File: src/rtl/picorv32_mmio_hub.sv
// picorv32 native-bus slave: steers CPU cycles to a single-port RAM or to a small IO block
// (LEDs, synchronised switches, 7-seg digits, compare timer, W1C status driving irq).
module picorv32_mmio_hub #(
    parameter int unsigned RAM_BYTES  = 8192,
    parameter int unsigned RAM_LAT    = 1,
    parameter logic [31:0] IO_BASE    = 32'h8000,
    parameter int unsigned LED_W      = 8,
    parameter int unsigned SW_W       = 8,
    parameter int unsigned HEX_DIGITS = 6
) (
    input  logic                    sys_clk,
    input  logic                    sys_resetn,
    input  logic                    mem_valid,
    input  logic [31:0]             mem_addr,
    input  logic [31:0]             mem_wdata,
    input  logic [3:0]              mem_wstrb,
    output logic                    mem_ready,
    output logic [31:0]             mem_rdata,
    output logic                    ram_rden,
    output logic                    ram_wren,
    input  logic [31:0]             ram_rdata,
    output logic [LED_W-1:0]        LEDR,
    input  logic [SW_W-1:0]         SW,
    output logic [7*HEX_DIGITS-1:0] hex_seg,
    output logic                    irq
);
    localparam int unsigned HEX_W  = 4 * HEX_DIGITS;
    localparam logic [1:0]  LAT_M1 = 2'(RAM_LAT - 1);

    typedef enum logic [1:0] {S_IDLE, S_WAIT, S_DONE} state_e;

    state_e             state_q, state_d;
    logic [1:0]         cnt_q, cnt_d;
    logic               wr_q, wr_d;
    logic               ready_q, ready_d;
    logic [31:0]        rdata_q, rdata_d;
    logic [LED_W-1:0]   led_q, led_d;
    logic [SW_W-1:0]    sw_s1_q, sw_s2_q, sw_prev_q;
    logic [2:0]         status_q, status_d, irq_en_q, irq_en_d, w1c;
    logic [HEX_W-1:0]   hex_q, hex_d;
    logic [31:0]        tmr_cnt_q, tmr_cnt_d, tmr_cmp_q, tmr_cmp_d;
    logic               tmr_en_q, tmr_en_d, tmr_clr, tmr_match;
    logic               irq_q;
    logic               req, is_wr, io_hit, ram_hit, io_we, bus_err, ram_rd_c, ram_wr_c;
    logic [31:0]        io_off, wmask, io_rdata;
    logic [2:0]         io_idx;

    function automatic logic [31:0] merge(input logic [31:0] old, input logic [31:0] wd,
                                          input logic [31:0] m);
        return (old & ~m) | (wd & m);
    endfunction

    // Active-low {g..a} hex font
    function automatic logic [6:0] seg7(input logic [3:0] n);
        case (n)
            4'h0: seg7 = 7'h40;  4'h1: seg7 = 7'h79;  4'h2: seg7 = 7'h24;  4'h3: seg7 = 7'h30;
            4'h4: seg7 = 7'h19;  4'h5: seg7 = 7'h12;  4'h6: seg7 = 7'h02;  4'h7: seg7 = 7'h78;
            4'h8: seg7 = 7'h00;  4'h9: seg7 = 7'h10;  4'hA: seg7 = 7'h08;  4'hB: seg7 = 7'h03;
            4'hC: seg7 = 7'h46;  4'hD: seg7 = 7'h21;  4'hE: seg7 = 7'h06;  default: seg7 = 7'h0E;
        endcase
    endfunction

    assign is_wr   = |mem_wstrb;
    assign io_off  = mem_addr - IO_BASE;
    assign io_hit  = io_off < 32'd32;
    assign io_idx  = io_off[4:2];
    assign ram_hit = mem_addr < RAM_BYTES;
    assign req     = (state_q == S_IDLE) && mem_valid && !ready_q;
    assign wmask   = {{8{mem_wstrb[3]}}, {8{mem_wstrb[2]}}, {8{mem_wstrb[1]}}, {8{mem_wstrb[0]}}};

    always_comb begin
        case (io_idx)
            3'd0:    io_rdata = 32'(led_q);
            3'd1:    io_rdata = 32'(sw_s2_q);
            3'd2:    io_rdata = {29'd0, status_q};
            3'd3:    io_rdata = {29'd0, irq_en_q};
            3'd4:    io_rdata = 32'(hex_q);
            3'd5:    io_rdata = tmr_cnt_q;
            3'd6:    io_rdata = tmr_cmp_q;
            default: io_rdata = {31'd0, tmr_en_q};
        endcase
    end

    // The RAM strobes are issued straight from the decode cycle so RAM_LAT counts from there.
    always_comb begin
        state_d  = state_q;
        cnt_d    = cnt_q;
        wr_d     = wr_q;
        ready_d  = 1'b0;
        rdata_d  = rdata_q;
        ram_rd_c = 1'b0;
        ram_wr_c = 1'b0;
        io_we    = 1'b0;
        bus_err  = 1'b0;
        case (state_q)
            S_IDLE: if (req) begin
                wr_d  = is_wr;
                cnt_d = 2'd0;
                if (ram_hit) begin
                    ram_rd_c = !is_wr;
                    ram_wr_c = is_wr;
                    state_d  = S_WAIT;
                end else begin
                    state_d = S_DONE;
                    ready_d = 1'b1;
                    if (io_hit) begin
                        io_we = is_wr;
                        if (!is_wr) rdata_d = io_rdata;
                    end else begin
                        bus_err = 1'b1;
                        rdata_d = 32'd0;
                    end
                end
            end
            S_WAIT: begin
                if (wr_q) begin
                    state_d = S_DONE;
                    ready_d = 1'b1;
                end else if (cnt_q == LAT_M1) begin
                    rdata_d = ram_rdata;
                    state_d = S_DONE;
                    ready_d = 1'b1;
                end else begin
                    cnt_d = cnt_q + 2'd1;
                end
            end
            S_DONE:  state_d = S_IDLE;
            default: state_d = S_IDLE;
        endcase
    end

    always_comb begin
        led_d     = led_q;
        irq_en_d  = irq_en_q;
        hex_d     = hex_q;
        tmr_cmp_d = tmr_cmp_q;
        tmr_en_d  = tmr_en_q;
        tmr_clr   = 1'b0;
        w1c       = 3'd0;
        if (io_we) begin
            case (io_idx)
                3'd0: led_d     = LED_W'(merge(32'(led_q), mem_wdata, wmask));
                3'd2: w1c       = mem_wdata[2:0] & {3{mem_wstrb[0]}};
                3'd3: irq_en_d  = 3'(merge({29'd0, irq_en_q}, mem_wdata, wmask));
                3'd4: hex_d     = HEX_W'(merge(32'(hex_q), mem_wdata, wmask));
                3'd6: tmr_cmp_d = merge(tmr_cmp_q, mem_wdata, wmask);
                3'd7: if (mem_wstrb[0]) begin
                    tmr_en_d = mem_wdata[0];
                    tmr_clr  = mem_wdata[1];
                end
                default: ;
            endcase
        end
        tmr_match = 1'b0;
        tmr_cnt_d = tmr_cnt_q;
        if (tmr_clr) begin
            tmr_cnt_d = 32'd0;
        end else if (tmr_en_q) begin
            if (tmr_cnt_q == tmr_cmp_q) begin
                tmr_cnt_d = 32'd0;
                tmr_match = 1'b1;
            end else begin
                tmr_cnt_d = tmr_cnt_q + 32'd1;
            end
        end
        // Hardware sets are OR-ed after the clear so a coincident set survives a W1C
        status_d = (status_q & ~w1c) | {bus_err, tmr_match, sw_s2_q != sw_prev_q};
    end

    always_ff @(posedge sys_clk or negedge sys_resetn) begin
        if (!sys_resetn) begin
            state_q   <= S_IDLE;
            cnt_q     <= 2'd0;
            wr_q      <= 1'b0;
            ready_q   <= 1'b0;
            rdata_q   <= 32'd0;
            led_q     <= '0;
            sw_s1_q   <= '0;
            sw_s2_q   <= '0;
            sw_prev_q <= '0;
            status_q  <= 3'd0;
            irq_en_q  <= 3'd0;
            hex_q     <= '0;
            tmr_cnt_q <= 32'd0;
            tmr_cmp_q <= 32'hFFFF_FFFF;
            tmr_en_q  <= 1'b0;
            irq_q     <= 1'b0;
        end else begin
            state_q   <= state_d;
            cnt_q     <= cnt_d;
            wr_q      <= wr_d;
            ready_q   <= ready_d;
            rdata_q   <= rdata_d;
            led_q     <= led_d;
            sw_s1_q   <= SW;
            sw_s2_q   <= sw_s1_q;
            sw_prev_q <= sw_s2_q;
            status_q  <= status_d;
            irq_en_q  <= irq_en_d;
            hex_q     <= hex_d;
            tmr_cnt_q <= tmr_cnt_d;
            tmr_cmp_q <= tmr_cmp_d;
            tmr_en_q  <= tmr_en_d;
            irq_q     <= |(status_q & irq_en_q);
        end
    end

    for (genvar g = 0; g < HEX_DIGITS; g++) begin : g_digit
        assign hex_seg[7*g +: 7] = seg7(hex_q[4*g +: 4]);
    end

    assign mem_ready = ready_q;
    assign mem_rdata = rdata_q;
    assign ram_rden  = ram_rd_c & sys_resetn;
    assign ram_wren  = ram_wr_c & sys_resetn;
    assign LEDR      = led_q;
    assign irq       = irq_q;
endmodule
File: config.mk
export PLATFORM = sky130hd
export DESIGN_NAME = picorv32_mmio_hub
export DESIGN_NICKNAME = d
export VERILOG_FILES = /design/src/rtl/picorv32_mmio_hub.sv
export SDC_FILE = /design/constraint.sdc
export NUM_CORES = 1
export LEC_CHECK = 0
export CORE_UTILIZATION = 41
export CTS_BUF_LIST = sky130_fd_sc_hd__clkbuf_4
export CTS_CLUSTER_SIZE = 30
export DETAILED_ROUTE_END_ITERATION = 12
export GPL_TIMING_DRIVEN = 0
export PLACE_DENSITY = 0.75
export SLEW_MARGIN = 30
export SYNTH_ARGS = -nofsm -noshare
export SYNTH_HDL_FRONTEND = slang
export SYNTH_SLANG_ARGS = --single-unit
File: constraint.sdc
create_clock -name sys_clk -period 3.4 [get_ports sys_clk]
set_input_delay 0.51 -clock sys_clk [delete_from_list [all_inputs] [get_ports sys_clk]]
set_output_delay 0.51 -clock sys_clk [all_outputs]
set_load 0.02 [all_outputs]
# ---- After elaboration in Yosys (flattened, before gate mapping)
# Memories as Yosys holds them, arrays and structs flattened.
# Index checks and enable logic that the tools add are counted.
dict set report totals {
  regBits 166
  rom_bits 672
  input_bits 111
  output_inout_bits 86
  wordCells 128
  memories 6
}
# name words width read_ports rd_ports_with_merged_regs wr line
set memory_table {}
lappend memory_table {{(no name shown)} 16 7 1 0 0 55} ;# case (n)
lappend memory_table {{(no name shown)} 16 7 1 0 0 55}
lappend memory_table {{(no name shown)} 16 7 1 0 0 55}
lappend memory_table {{(no name shown)} 16 7 1 0 0 55}
lappend memory_table {{(no name shown)} 16 7 1 0 0 55}
lappend memory_table {{(no name shown)} 16 7 1 0 0 55}
dict set report classes {
  add_sub_neg 3
  order_cmp 2
  n_eq_ne 17
  mux 47
  bitwise 17
  n_reduce_logical 20
}
# op n
set ops {}
lappend ops {{$mux W32} 9}
lappend ops {{$pmux W32 S7} 1}
lappend ops {{$and A32 B32 Y32} 2}
lappend ops {{$pmux W32 S2} 1}
lappend ops {{$add A32 B1 Y32 const B} 1}
lappend ops {{$eq A32 B32 Y1} 1}
lappend ops {{$lt A32 B14 Y1 const B} 1}
lappend ops {{$lt A32 B6 Y1 const B} 1}
lappend ops {{$not A32 Y32} 1}
lappend ops {{$or A32 B32 Y32} 1}
lappend ops {{$sub A32 B16 Y32 const B} 1}
lappend ops {{$and A24 B24 Y24} 1}
lappend ops {{$mux W1} 24}
lappend ops {{$or A24 B24 Y24} 1}
lappend ops {{$mux W2} 7}
lappend ops {{$and A3 B3 Y3} 4}
lappend ops {{$eq A3 B3 Y1 const B} 4}
lappend ops {{$reduce_and A2 Y1} 6}
lappend ops {{$ne A2 B2 Y1 const B} 5}
lappend ops {{$and A8 B8 Y8} 1}
lappend ops {{$ne A8 B8 Y1} 1}
lappend ops {{$or A8 B8 Y8} 1}
lappend ops {{$pmux W2 S2} 2}
lappend ops {{$eq A3 B2 Y1 const B} 2}
lappend ops {{19 further kinds} 27}

# ---- Depth between registers and ports, before layout
dict set report logic_depth {
  word_depth 10
  depth_mapped 10
  depth_no_buf 9
}

# ---- Worst setup path before layout
# OpenSTA, ideal clock, no wires.
dict set report synth_timing {
  path_kind {input port to flip-flop}
  start {input mem_addr[25]}
  end {register (tool-made name)}
  setup_time_ps 125
  arrival_ps 2753
  t_required_ps 3275
  path_slack_ps 522
  path_stages 8
  path_buffers 1
  cell_sequence {nor4_2 > nand4_1 > o21a_1 > or2_1 > or3_1 > buf_2 > nor4_4 > mux2_2}
}
# item line
set synth_rtl {}
lappend synth_rtl {{start, declared} 14} ;# input logic [31:0] mem_addr,

==> results.yml <==
place:
  io_buffers: 192
  globalplace.congestion: 0.911
  hpwl_um: 20600
  dpl_cell_area_mm2: 0.0123
timing:
  skew_ps: 21.8
  fmax_ghz: 0.304
  rsz0062_at_grt: "no"
  worstMarginPinSlew_ps: 930
  min_period_ps: 3290
  hold_violations: 0
  final-max-slew-violation-count: 0
  whs_ps: 328
  setup_violations: 0
  slew_headroom: 0.378
  fin_crit_sh: 0.968
run_status:
  status: "completed"
clock_network:
  clock_sinks: 166
  cts_htree_levels: 4
  numCtsBuffers: 17
  clock_latency_ps: 590
  path_clk_slew_ps: 160
  cts-root-buf: "clkbuf_4"
  cts_buffer_depth: 2
  cts_tree: "yes"
global_routing:
  grt_pass1_wl_um: 42000
  antenna_found_initial: 2
  grt_pass1_vias: 8022
  grt-ovfl-total: 0
  grt_max_degree: 73
  grt_usage: 0.220
critical_path:
  setup.worst_path.end_class: "flip-flop"
  cp_slowest_cell: "clkdlybuf4s50_1"
  crit_required_ps: 3870
  crit_arrival_ps: 3760
  ff2ff_setup_slack_ps: 490
  crit_chain: "clkdlybuf4s50_1 > inv_1 > ha_1 > xnor2_1 > nand4b_1 > a2111oi_0 > o211ai_1 > or3_1 > buf_2 > nor4_4 > mux2_2"
  start_kind: "input pin"
  critical_path.max_fanout: 10
  worstRegToRegCells: 8
  crit_type: "input pin to flip-flop"
  max_stage_delay_ps: 550
die:
  io_pins: 197
  die_area_mm2: 0.0248
  start_util: 0.420
  die_x_um: 158
  fp.dieH_um: 158
  num_rows: 56
  core_area_mm2: 0.0236
synthesis:
  yosys_warnings: 0
  synth_top_area_frac: 0.338
  yosysMostFrequentCell: "dfrtp_1"
  syn-cell-area_mm2: 0.00991
  synthTopCellsByArea: "dfrtp_1 (34%), mux2_2 (11%), dfstp_2 (8.5%)"
  yosysSeqAreaShare: 0.423
  synth_edf_count: 0
  synth_nets: 1155
  async_flop_share: 1.00
  syn_inst: 1005
  synth-main-ff-cell: "dfrtp_1"
  synth-seq-cells: 166
  synth.avg_cell_area_um2: 9.87
  yosysUniqueCellTypes: 62
  yosys-top-cells-count: "dfrtp_1 (134), nor2_1 (97), mux2_2 (94)"
  synth.largest_area_cell: "dfrtp_1"
routing:
  routedWlPerCell_um: 17.3
  routed_wl_um: 27000
  drt_iter0_drc: 614
  drc: 0
  vias_per_cell: 5.42
  num_vias: 8479
  first_pass_iters: 7
  ant_nets: 0
pwr:
  power.density_mw_per_mm2: 289
  p_leak_uw: 0.00556
  swShare: 0.262
  p_int_uw: 2720
  power.switching_uw: 966
  power_uw: 3690
  seqPwrFrac: 0.545
  vdd_ir_drop_max_v: 0.000150
  clkPwrFrac: 0.354
  comb_power_share: 0.101
hold_path:
  hp-class: "input pin to flip-flop"
  hold_depth: 1
final_layout:
  stdcell_area_mm2: 0.0128
  syn2layout_area_growth_pct: 28.7
  fin_util: 0.540
  nNetsFinal: 1381
  drive_gt1_frac: 0.159
flow_run:
  max_cap_viol_count: 0
worst max-delay path, delay by kind of cell:
family                   cells  cell delay, ps
AND/OR/NAND/NOR              3             890
adder cells (fa/ha/maj)      1             290
XOR/XNOR                     1             240
multiplexers                 1             370
AO/OA/AOI/OAI                2             590
buffers and inverters        3             860
placed cells by master, fill, tap and decap left out, types with 4 or more instances in the layout:
cell type          n
mux2_1             4
inv_1             29
a21o_1             5
nand2b_1           6
a22oi_1           13
buf_4             12
nor2_1            97
nand4b_1           4
mux2i_1           43
clkdlybuf4s50_1  190
inv_6              4
nand3b_1           6
a21oi_1           54
clkbuf_1          36
clkbuf_4          20
nand2_1           91
nor3b_1            6
and3_1             9
xor2_1            59
buf_2              6
ha_1              39
o21ai_0           71
xnor2_1           11
a31oi_1           13
mux2_2            94
nor4_1            18
nor2b_1            9
dfstp_2           32
nand4_1           23
nor3_1            14
dfrtp_1          134
o31ai_1            8
nand3_1           16
clkinv_4           4
logic make-up after synthesis:
family / share of synthesized area
flip-flops: 0.423
multiplexers: 0.162
XOR/XNOR: 0.0618
AO/OA/AOI/OAI: 0.110
adder cells (fa/ha/maj): 0.0492
buffers and inverters: 0.0309
AND/OR/NAND/NOR: 0.164
path summary, 6_finish.rpt:
kind                              start                          to
setup / recovery           mem_addr[15]                   flip-flop
hold / removal                    SW[4]                  sw_s1_q[4]
setup reg to reg           tmr_cnt_q[0]               tmr_cnt_q[30]
hold reg to reg              sw_s1_q[3]                  sw_s2_q[3]
max in group asynchronous    sys_resetn  asynchronous set/reset pin
min in group asynchronous    sys_resetn               mem_rdata[31]
metrics by stage:
step           setup slack (ps)  std cells  setup TNS, ps
6_report                    110       1564              0
5_1_grt                    4.43       1564              0
3_3_place_gp              -5120       1516        -817360
3_5_place_dp               -615       1518         -58090
2_1_floorplan               522       1005              0
4_1_cts                    80.2       1554              0
power by group through the flow:
stage | logic [µW] | registers (µW) | clock network [µW]
3_5_place_dp | 365 | 2040 | 0
5_1_grt | 400 | 2010 | 1400
4_1_cts | 369 | 2010 | 1330
6_report | 371 | 2010 | 1310
2_1_floorplan | 128 | 2040 | 0
3_3_place_gp | 355 | 2050 | 0
cell type report:
class / instances / area (µm²)
diodes: 1 / 2.50
plain buffers: 49 / 201
clock buffers: 18 / 135
clock inverters: 14 / 190
fillers: 2131 / 10900
inverters: 30 / 113
multi-input cells: 760 / 5450
flip-flops and latches: 166 / 4190
well taps: 319 / 399
repair buffers: 207 / 2080
what timing repair did:
item                       CTS  global route
pin swaps                    1             7
hold endpoints to repair    27             0
buffers inserted             3             9
setup endpoints to repair    2           105
gates resized for setup      4             8
hold buffers                 1             0
metal layers:
layer	part of all wire	GRT usage	up-vias	wire length, µm
li1	-	-	4036	-
met1	0.44	0.290	4074	11800
met2	0.47	0.356	312	12700
met3	0.064	0.0446	57	1740
met4	0.031	0.0851	0	825
met5	0	0	-	0
No activity file was read; power rests on OpenSTA's default activity.
